`src/rtl/serial_add_pkg.sv`:
```
// serial_add_pkg
// Shared definitions for the bit-serial adder controller.
//   state_t       : controller state encoding (IDLE, RUN, DONE)
//   DEFAULT_WIDTH : default operand / sum width in bits
package serial_add_pkg;

   localparam int DEFAULT_WIDTH = 8;

   localparam logic [1:0] ST_IDLE = 2'd0;
   localparam logic [1:0] ST_RUN  = 2'd1;
   localparam logic [1:0] ST_DONE = 2'd2;

   typedef enum logic [1:0] {
      IDLE = ST_IDLE,
      RUN  = ST_RUN,
      DONE = ST_DONE
   } state_t;

endpackage

```
`src/rtl/serial_add_ctrl_fa.sv`:
```
// fa_bit_cell
// Single-bit full adder used by the serial datapath.
//   a, b, cin : operand bits and carry in
//   s         : sum bit
//   cout      : carry out (majority of the three inputs)
module fa_bit_cell (
   input  logic a,
   input  logic b,
   input  logic cin,
   output logic s,
   output logic cout
);

   assign s    = a ^ b ^ cin;
   assign cout = (a & b) | (a & cin) | (b & cin);

endmodule

```
`src/rtl/serial_add_ctrl.sv`:
```
// serial_add_ctrl
// Bit-serial adder: accepts A, B, cin with a valid/ready handshake, adds one
// bit per clock LSB first through a single full-adder cell, then holds the
// result until the consumer takes it.
//   clk, rst_n          : clock, synchronous active-low reset
//   in_valid/in_ready   : operand handshake (a, b, cin)
//   out_valid/out_ready : result handshake (sum, cout)
//   busy                : high whenever the FSM is not IDLE
//   ovf                 : signed overflow, present only with SERIAL_ADD_OVF_EN
//
// state | meaning
// IDLE  | waiting for operands, in_ready high
// RUN   | adding one bit per edge, counter = bit index being processed
// DONE  | result held on sum/cout, out_valid high
module serial_add_ctrl
   import serial_add_pkg::*;
#(
   parameter int WIDTH = DEFAULT_WIDTH
) (
   input  logic             clk,
   input  logic             rst_n,
   input  logic             in_valid,
   output logic             in_ready,
   input  logic [WIDTH-1:0] a,
   input  logic [WIDTH-1:0] b,
   input  logic             cin,
   output logic             out_valid,
   input  logic             out_ready,
   output logic [WIDTH-1:0] sum,
   output logic             cout,
`ifdef SERIAL_ADD_OVF_EN
   output logic             ovf,
`endif
   output logic             busy
);

   localparam int CW = $clog2(WIDTH);
   localparam logic [CW-1:0] LAST_BIT = CW'(WIDTH - 1);

   state_t           state;
   logic [WIDTH-1:0] a_sh;
   logic [WIDTH-1:0] b_sh;
   logic [WIDTH-1:0] sum_sh;
   logic             carry;
   logic [CW-1:0]    cnt;
   logic             fa_s;
   logic             fa_c;
   logic             last_bit;

   assign last_bit = (cnt == LAST_BIT);

   fa_bit_cell u_fa (
      .a    (a_sh[0]),
      .b    (b_sh[0]),
      .cin  (carry),
      .s    (fa_s),
      .cout (fa_c)
   );

   always_ff @(posedge clk) begin
      if (!rst_n) begin
         state  <= IDLE;
         a_sh   <= '0;
         b_sh   <= '0;
         sum_sh <= '0;
         carry  <= 1'b0;
         cnt    <= '0;
      end else begin
         case (state)
            IDLE: begin
               if (in_valid) begin
                  a_sh  <= a;
                  b_sh  <= b;
                  carry <= cin;
                  cnt   <= '0;
                  state <= RUN;
               end
            end
            RUN: begin
               a_sh   <= a_sh >> 1;
               b_sh   <= b_sh >> 1;
               sum_sh <= {fa_s, sum_sh[WIDTH-1:1]};
               carry  <= fa_c;
               // Counter stops at the last index rather than wrapping.
               if (last_bit) state <= DONE;
               else          cnt   <= cnt + 1'b1;
            end
            DONE: begin
               if (out_ready) state <= IDLE;
            end
            default: state <= IDLE;
         endcase
      end
   end

   assign in_ready  = (state == IDLE);
   assign out_valid = (state == DONE);
   assign busy      = (state != IDLE);
   // Partial sums never leave the block: outputs are zero outside DONE.
   assign sum       = out_valid ? sum_sh : '0;
   assign cout      = out_valid & carry;

`ifdef SERIAL_ADD_OVF_EN
   // Carry entering the MSB cell, captured while that bit is processed.
   logic c_msb;

   always_ff @(posedge clk) begin
      if (!rst_n) begin
         c_msb <= 1'b0;
      end else if (state == RUN && last_bit) begin
         c_msb <= carry;
      end
   end

   assign ovf = out_valid & (c_msb ^ carry);
`endif

endmodule

```
`config.mk`:
```
export PLATFORM = sky130hd
export DESIGN_NAME = serial_add_ctrl
export DESIGN_NICKNAME = d
export VERILOG_FILES = /design/src/rtl/serial_add_pkg.sv /design/src/rtl/serial_add_ctrl_fa.sv /design/src/rtl/serial_add_ctrl.sv
export SDC_FILE = /design/constraint.sdc
export NUM_CORES = 1
export LEC_CHECK = 0
export CORE_MARGIN = 1
export CORE_UTILIZATION = 49
export CTS_BUF_LIST = sky130_fd_sc_hd__clkbuf_16
export DETAILED_ROUTE_END_ITERATION = 6
export GPL_TIMING_DRIVEN = 0
export PLACE_DENSITY = 0.78
export SLEW_MARGIN = 20
export SYNTH_ARGS = -nofsm -noshare
export SYNTH_HDL_FRONTEND = slang
export SYNTH_SLANG_ARGS = --single-unit
```
`constraint.sdc`:
```
create_clock -name clk -period 1.8 [get_ports clk]
set_clock_uncertainty 0.05 [all_clocks]
set_input_delay 0.54 -clock clk [delete_from_list [all_inputs] [get_ports clk]]
set_output_delay 0.54 -clock clk [all_outputs]
set_load 0.1 [all_outputs]
```
==> reports/metrics.cfg <==
[outcome]
status=finished, violations left
violations=design-rule violations, negative setup slack

[clock_tree]
cts_sinks=30
clk_pin_slew_ps=50
cts_buffer_depth=2
clock_latency_ps=270
cts_made_buffers=5
cts_root_buf=clkbuf_16
htree_num_levels=2
cts_hold_buf=0
cts_tree=built

[drt]
vias=1221
vias_per_cell=5.451
wl_per_cell_um=13.89
first_pass_iters=6
drt_iter0_markers=29
drtAntennaViolNets=0
drc_errors=4
drt_wl_total_um=3111

[timing]
max_freq_ghz=0.5244
hold_violations=0
rsz0062_at_grt=true
whs_ps=422.6
finalWorstSetupSlack_ps=-106.8
slew_violations=0
min_period_over_period=1.059
tightest_slew_ps=422.4
setup_viol=10
slew_headroom=0.7184
final.min_clock_period_ps=1907

[hold_path]
hold_path.class=reg2reg

[flow_run]
maxCapViolCount=0

[setup_path]
path_class=reg2out
arrival_ps=1320
path_max_fanout=10
worstSetupStartpointType=flip-flop
crit_path_end_kind=output port
critPathRequiredTime_ps=1210

[global_routing]
grt-ovfl-total=0
grt_pass1_wl_um=5140
grt.total_usage=0.2101
antenna_found_initial=0
grt_pass1_vias=1194
grt_start_max_net_pins=11

[placed_design]
gp_congestion=0.6976
placed_cells=215
io_buffers=31
postPlaceCellArea_mm2=0.001874
preCtsSetupSlack_ps=-860.8
dp_hpwl_um=2107

[finish]
multiInputGateArea_um2=799.5
regArea_um2=603.1
final_cells=224
antennaDiodeCount=0
layout-drive-gt1-share=0.2280
layout_commonest_cell=nand2_1
fin_nets=218
design_area_mm2=0.002120
n_fill_cell=205
final_cell_mix=nand2_1 (34), dfxtp_1 (28), clkdlybuf4s50_1 (19)
area_delta_synth_final_pct=43.44

[floorplanning]
core-area_mm2=0.002805
dieHeight_um=56.92
start_util=0.5268
dieArea_mm2=0.003239
io_pins=33
die_x_um=56.92
row_count=19

[power_and_ir_drop]
p_per_area_mw_per_mm2=819.6
ir_drop_uv=727.3
p_leak_nw=0.9806

[yosys]
yosysSeqAreaShare=0.4064
synthesis.nets=177
postSynthCellCount=153
ys_warn_count=0
ys_types=24
synth_seq_cells=30
syn_avg_cell_area_um2=9.658
synthesis.area_mm2=0.001478

-- worst paths after layout --
check / depth (start not counted) / to / slack (ps) / from
setup / recovery: 5 / sum[3] / -110 / state[1]
setup reg to reg: 5 / cnt[1] / 360 / cnt[0]
hold reg to reg: 2 / sum_sh[2] / 420 / sum_sh[2]
hold / removal: 2 / sum_sh[2] / 420 / sum_sh[2]
-- Yosys cell counts (all sizes together) --
master  number  area, um^2
nand2       34       127.6
dfxtp       30       600.6
mux2i       16       160.2
o211a       15       150.1
a21boi      11       82.58
and2        10       62.56
buf         10       92.58
nor2b        5       31.28
a32oi        4       35.03
clkbuf       3       11.26
inv          3       11.26
ha           2       25.02
nor2         2       7.510
a22oi        1       7.510
a31oi        1       6.260
fa           1       20.02
nand2b       1       6.260
nor3b        1       7.510
nor4b        1       8.760
o21ba        1       16.27
o21bai       1       7.510
-- sequential cells by signal, indices dropped and copies added (netlist names) --
signal	cells
cnt	3
a_sh	8
state	2
carry	1
sum_sh	8
b_sh	8
-- final cells by class --
type | instances | area share
flip-flops and latches | 30 | 0.2845
inverters | 3 | 0.005313
multi-input cells | 107 | 0.3772
plain buffers | 13 | 0.05785
clock inverters | 1 | 0.001771
well taps | 31 | 0.01830
clock buffers | 5 | 0.05903
repair buffers | 34 | 0.1960
-- metrics by stage --
| step | TNS [ps] | total power, mW | util |
|---|---|---|---|
| floorplan | -333.7 | 0.9131 | - |
| global placement | -9133 | 0.9879 | 0.6682 |
| detailed placement | -9427 | 0.9955 | 0.6682 |
| CTS | -1000 | 1.748 | 0.7525 |
| global route | -1331 | 1.808 | 0.7556 |
| finish | -986.7 | 1.737 | 0.7556 |
-- critical path, stage by stage (launching register included) --
cell,delay [ps]
dfxtp_2,320
buf_6,110
nor2b_4,160
buf_12,130
and2_4,150
buf_12,160
-- routing by layer --
metal	up-vias	wire length, um	GRT usage
met3	10	150	0.07604
met5	-	0	0
met2	34	1573	0.3529
met1	569	1324	0.2385
li1	608	-	-
met4	0	63	0.09408
-- repair_timing --
| action | in CTS | in global routing |
|---|---|---|
| setup buffers | 2 | 1 |
| endpoints found under the hold margin | 0 | 0 |
| pin swaps | 1 | 0 |
| resized for setup | 102 | 1 |
| endpoints found under the setup margin | 12 | 10 |
-- logic make-up (layout without fill, tap and decap cells) --
family / after synthesis / in the layout / share of synthesized area
buffers and inverters: 16 / 56 / 0.07789
multiplexers: 16 / 16 / 0.1084
adder cells (fa/ha/maj): 3 / 3 / 0.03048
AND/OR/NAND/NOR: 54 / 54 / 0.1702
AO/OA/AOI/OAI: 34 / 34 / 0.2066
flip-flops: 30 / 30 / 0.4064
-- power by group --
| group | internal [mW] | switching [mW] |
|---|---|---|
| Clock | 0.489 | 0.264 |
| Sequential | 0.707 | 0.0246 |
| Combinational | 0.130 | 0.122 |
No activity file was read; power rests on OpenSTA's default activity.
